[config.mk]
export PLATFORM = sky130hd
export DESIGN_NAME = regfile_dump_sequencer_flat
export DESIGN_NICKNAME = d
export VERILOG_FILES = /design/src/rtl/regfile_dump_sequencer_if.sv /design/src/rtl/regfile_dump_sequencer.sv /design/src/flat_wrapper.sv
export SDC_FILE = /design/constraint.sdc
export NUM_CORES = 1
export LEC_CHECK = 0
export CAP_MARGIN = 25
export CORE_MARGIN = 3
export CORE_UTILIZATION = 30
export CTS_BUF_LIST = sky130_fd_sc_hd__clkbuf_4
export DETAILED_ROUTE_END_ITERATION = 7
export GPL_TIMING_DRIVEN = 0
export PLACE_DENSITY = 0.52
export SYNTH_ARGS = -nofsm -noshare
export SYNTH_HDL_FRONTEND = slang
export SYNTH_SLANG_ARGS = --single-unit
[constraint.sdc]
create_clock -name i_clk -period 2.07 [get_ports i_clk]
set_input_delay 0.5175 -clock i_clk [delete_from_list [all_inputs] [get_ports i_clk]]
set_output_delay 0.5175 -clock i_clk [all_outputs]
set_load 0.03 [all_outputs]
[src/rtl/regfile_dump_sequencer_if.sv]
// Byte stream handshake from the dump sequencer to the debug UART TX.
interface regfile_dump_sequencer_if;
  logic [7:0] o_tx_data;
  logic       o_tx_valid;
  logic       i_tx_ready;

  modport master (output o_tx_data, output o_tx_valid, input i_tx_ready);
  modport slave  (input o_tx_data, input o_tx_valid, output i_tx_ready);
endinterface

[src/rtl/regfile_dump_sequencer.sv]
// Walks the register bank through one read port and streams every register,
// MSB byte first, over a valid/ready byte interface while holding o_busy.
module regfile_dump_sequencer #(
  parameter int unsigned NUMBER_OF_REGISTERS = 32,
  parameter int unsigned REGISTERS_SIZE      = 32
) (
  input  logic                                   i_clk,
  input  logic                                   i_reset,
  input  logic                                   i_start,
  input  logic                                   i_abort,
  input  logic [REGISTERS_SIZE-1:0]              i_reg_data,
  output logic [$clog2(NUMBER_OF_REGISTERS)-1:0] o_reg_addr,
  output logic                                   o_busy,
  output logic                                   o_done,
  regfile_dump_sequencer_if.master               tx
);

  localparam int unsigned ADDR_W = $clog2(NUMBER_OF_REGISTERS);
  localparam int unsigned BYTES  = REGISTERS_SIZE / 8;
  localparam int unsigned CNT_W  = (BYTES > 1) ? $clog2(BYTES) : 1;

  localparam logic [2:0] ST_IDLE = 3'd0;
  localparam logic [2:0] ST_LOAD = 3'd1;
  localparam logic [2:0] ST_SEND = 3'd2;
  localparam logic [2:0] ST_NEXT = 3'd3;
  localparam logic [2:0] ST_DONE = 3'd4;

  logic [2:0]                state_q, state_d;
  logic [ADDR_W-1:0]         addr_q,  addr_d;
  logic [REGISTERS_SIZE-1:0] shift_q, shift_d;
  logic [CNT_W-1:0]          cnt_q,   cnt_d;

  // State and datapath registers.
  always_ff @(posedge i_clk or posedge i_reset) begin
    if (i_reset) begin
      state_q <= ST_IDLE;
      addr_q  <= '0;
      shift_q <= '0;
      cnt_q   <= '0;
    end else begin
      state_q <= state_d;
      addr_q  <= addr_d;
      shift_q <= shift_d;
      cnt_q   <= cnt_d;
    end
  end

  // Next-state logic; abort overrides every transition outside IDLE.
  always_comb begin
    state_d = state_q;
    addr_d  = addr_q;
    shift_d = shift_q;
    cnt_d   = cnt_q;
    case (state_q)
      ST_IDLE: begin
        if (i_start && !i_abort) begin
          state_d = ST_LOAD;
          addr_d  = '0;
        end
      end
      ST_LOAD: begin
        shift_d = i_reg_data;
        cnt_d   = '0;
        state_d = ST_SEND;
      end
      ST_SEND: begin
        if (tx.i_tx_ready) begin
          if (cnt_q == CNT_W'(BYTES - 1)) begin
            state_d = ST_NEXT;
          end else begin
            cnt_d   = cnt_q + CNT_W'(1);
            shift_d = shift_q << 8;
          end
        end
      end
      ST_NEXT: begin
        if (addr_q == ADDR_W'(NUMBER_OF_REGISTERS - 1)) begin
          state_d = ST_DONE;
        end else begin
          addr_d  = addr_q + ADDR_W'(1);
          state_d = ST_LOAD;
        end
      end
      ST_DONE: begin
        state_d = ST_IDLE;
        addr_d  = '0;
      end
      default: begin
        state_d = ST_IDLE;
        addr_d  = '0;
      end
    endcase
    if (i_abort && (state_q != ST_IDLE)) begin
      state_d = ST_IDLE;
      addr_d  = '0;
    end
  end

  assign o_reg_addr    = addr_q;
  assign o_busy        = (state_q != ST_IDLE);
  assign o_done        = (state_q == ST_DONE);
  assign tx.o_tx_valid = (state_q == ST_SEND);
  assign tx.o_tx_data  = shift_q[REGISTERS_SIZE-1 -: 8];

endmodule

[src/flat_wrapper.sv]
// flat-port wrapper written by rule: the top's interface ports become plain ports
module regfile_dump_sequencer_flat 
#(
  parameter int unsigned NUMBER_OF_REGISTERS = 32,
  parameter int unsigned REGISTERS_SIZE      = 32
)
  (i_clk, i_reset, i_start, i_abort, i_reg_data, o_reg_addr, o_busy, o_done, tx_o_tx_data, tx_o_tx_valid, tx_i_tx_ready);
  regfile_dump_sequencer_if tx_i ();
  input  logic i_clk;
  input  logic i_reset;
  input  logic i_start;
  input  logic i_abort;
  input  logic [REGISTERS_SIZE-1:0] i_reg_data;
  output logic [$clog2(NUMBER_OF_REGISTERS)-1:0] o_reg_addr;
  output logic o_busy;
  output logic o_done;
  output wire logic [$bits(tx_i.o_tx_data)-1:0] tx_o_tx_data;
  output wire logic [$bits(tx_i.o_tx_valid)-1:0] tx_o_tx_valid;
  input wire logic [$bits(tx_i.i_tx_ready)-1:0] tx_i_tx_ready;
  assign tx_o_tx_data = tx_i.o_tx_data;
  assign tx_o_tx_valid = tx_i.o_tx_valid;
  assign tx_i.i_tx_ready = tx_i_tx_ready;
  regfile_dump_sequencer #(.NUMBER_OF_REGISTERS(NUMBER_OF_REGISTERS), .REGISTERS_SIZE(REGISTERS_SIZE)) u_core (.i_clk(i_clk), .i_reset(i_reset), .i_start(i_start), .i_abort(i_abort), .i_reg_data(i_reg_data), .o_reg_addr(o_reg_addr), .o_busy(o_busy), .o_done(o_done), .tx(tx_i));
endmodule
==> results.toml <==
[synthesis]
yosys_warnings = 0
ys_dominant_reg_cell = "dfrtp_1"
synth_top_cell_by_area = "dfrtp_1"
synth_seq_cells = 42
synth_edf_count = 0
synth_area_per_cell_sq_um = 11.1
syn_nets = 229
synth_top_area_share_pct = 49.9
synth_area_sq_um = 2100
synth_area_leaders = "dfrtp_1, mux2i_1, o21ai_1"
synth_cells = 189
ys_types = 37
async_flop_share_pct = 100
synth_seq_area_share_pct = 49.9

[critical_path]
crit_slowest_cell = "clkdlybuf4s50_1"
required_ps = 1550
worstPathCellList = "buf_4 -> clkdlybuf4s50_1"
end_kind = "output port"
critPathLaunch = "u_core.shift_q[25]$_DFFE_PP0P_"
cp.arrival_ps = 1480
crit_path_max_incr_delay_ps = 650
crit_fanout = 2
cp-start-kind = "register"
path_class = "reg -> out"
r2r_start = "u_core.o_reg_addr[0]$_DFFE_PP0P_"

[sta]
tightest_slew_ps = 636
fin_skew_ps = 19.2
slew_headroom_pct = 57.4
rsz0062_at_grt = "no"
slew_viol_final = 0
layout_min_cycle_time_ps = 2000
fmax_mhz = 500
hold_viol_final = 0
setup_viol = 0
finalHoldWorstSlack_ps = 394
fin_ws_ps = 71.9
finalCritPeriodShare_pct = 96.5

[clock_tree]
cts_htree_levels = 2
cts_buffer_depth = 2
numCtsBuffers = 5
cts_tree = "yes"
clockRootBuffer = "clkbuf_4"
cts_sinks = 42
insertion_delay_ps = 350
postCtsHoldBufs = 0
clkSlewWorstSetupHoldPaths_ps = 130

[detailed_routing]
routedWlPerCell_microns = 13.4
viasPerCell = 4.48
postRouteAntennaNets = 0
remaining_drc_errors = 0
drt-total-wl_microns = 4610
drtIter0Drc = 29
vias = 1541
dr.pass1.iters = 4

[power]
power.total_mw = 2.49
leakagePower_nw = 1.30
peakVddDrop_mv = 0.246
p_per_area_nw_per_um2 = 880

[run]
drv_cap = 0

[floorplan]
ios = 53
start_util_pct = 32.0
core_area_sq_um = 6570
die_area_sq_um = 8060
die_h_microns = 89.8
fp-row-count = 29
fp.dieW_microns = 89.8

[place]
place.port_buffers = 52
hpwl_microns = 3470
finalWeightedCongestion = 0.704
dp_slack_ps = -226

[outcome]
outcome = "complete, no violations"

[cells_and_area]
synthToLayoutAreaGrowth_pct = 34.3
fin_util_pct = 43.0
num_antenna_cells = 0
fin_nets = 290
fillers = 685
mostFrequentLayoutCell = "clkdlybuf4s50_1"
final_layout_size_suffix_gt1_share_pct = 15.9
layout_common_cells = "clkdlybuf4s50_1, dfrtp_1, nand2_1"

[global_routing]
overflow = 0
grt_max_degree = 34
grt_pass1_vias = 1643
grtUsageTotal_pct = 12.1
antenna_found_initial = 0
grt_pass1_wl_microns = 7960

[min_path]
hold_class = "in -> async"
## Yosys cell counts, drive strengths merged, types with 2 or more instances
library cell	count
dfrtp	42
nand2	30
o21ai	27
mux2i	24
buf	19
a22o	8
and3	6
nor2	4
ha	3
nand3	3
nor2b	3
a211oi	2
a31o	2
nand2b	2
## per-stage QoR
step           cell area, sq um  std cells  setup TNS (ps)
2_1_floorplan              2100        189               0
3_3_place_gp               2740        334          -15580
3_5_place_dp               2760        335            -293
4_1_cts                    2820        344               0
5_1_grt                    2830        344               0
6_report                   2830        344               0
## sequential cells by signal, indices dropped and copies added, names as in the netlist
register / cells
u_core.shift_q: 32
u_core.o_reg_addr: 5
u_core.state_q: 3
u_core.cnt_q: 2
## worst paths after layout
kind | end | slack [ps] | depth (start not counted)
setup reg to reg | u_core.o_reg_addr[3]$_DFFE_PP0P_ | 180 | 7
min in group i_clk | u_core.cnt_q[1]$_DFFE_PP0P_ | 490 | 2
hold / removal | u_core.shift_q[3]$_DFFE_PP0P_ | 390 | 2
hold reg to reg | u_core.cnt_q[1]$_DFFE_PP0P_ | 490 | 2
max in group asynchronous | u_core.state_q[0]$_DFFE_PP0P_ | 1230 | 3
setup / recovery | tx_o_tx_data[1] | 70 | 2
## cell type report
| class | instances | area, sq um | share of cell area [%] |
|---|---|---|---|
| Clock buffer | 6 | 45.0 | 1.59 |
| Buffer | 19 | 154 | 5.44 |
| Tap cell | 93 | 116 | 4.12 |
| Clock inverter | 2 | 13.8 | 0.487 |
| Inverter | 1 | 3.75 | 0.133 |
| Timing Repair Buffer | 54 | 543 | 19.2 |
| Sequential cell | 42 | 1050 | 37.2 |
| Multi-Input combinational cell | 127 | 900 | 31.8 |
## metal layers
metal / GRT usage (%) / part of all wire (%) / up-vias
li1: - / - / 781
met1: 15.8 / 47 / 720
met2: 20.1 / 48 / 34
met3: 2.42 / 3.8 / 6
met4: 3.83 / 1.3 / 0
met5: 0 / 0 / -
## power by group
| part | leakage, nW | total, mW | switching [mW] | internal [mW] |
|---|---|---|---|---|
| clock network | 0.0356 | 0.413 | 0.266 | 0.147 |
| logic | 0.723 | 0.892 | 0.434 | 0.457 |
| registers | 0.537 | 1.18 | 0.131 | 1.05 |
| total | 1.30 | 2.49 | 0.831 | 1.66 |
## critical path: cells and delay by family, from the launching register on
kind     cells  cell delay, ps
buf+inv      2             750
flops        1             380
## cell families (layout without fill, tap and decap cells)
logic type / after synthesis / count (layout) / share of synthesized area (%)
AOI/OAI and AO/OA: 45 / 45 / 14.2
adders and majority gates: 3 / 3 / 1.78
and+or+nand+nor: 54 / 54 / 14.5
buffers and inverters: 20 / 82 / 7.49
DFF: 42 / 42 / 49.9
muxes: 25 / 25 / 12.1
## what timing repair did
| item | CTS | global route |
|---|---|---|
| pin swaps | 1 | 0 |
| setup buffers | 1 | 0 |
| gates resized for setup | 10 | 10 |
| setup endpoints to repair | 3 | 9 |
| gates cloned | 0 | 0 |
(Power assumes the default switching activity.)
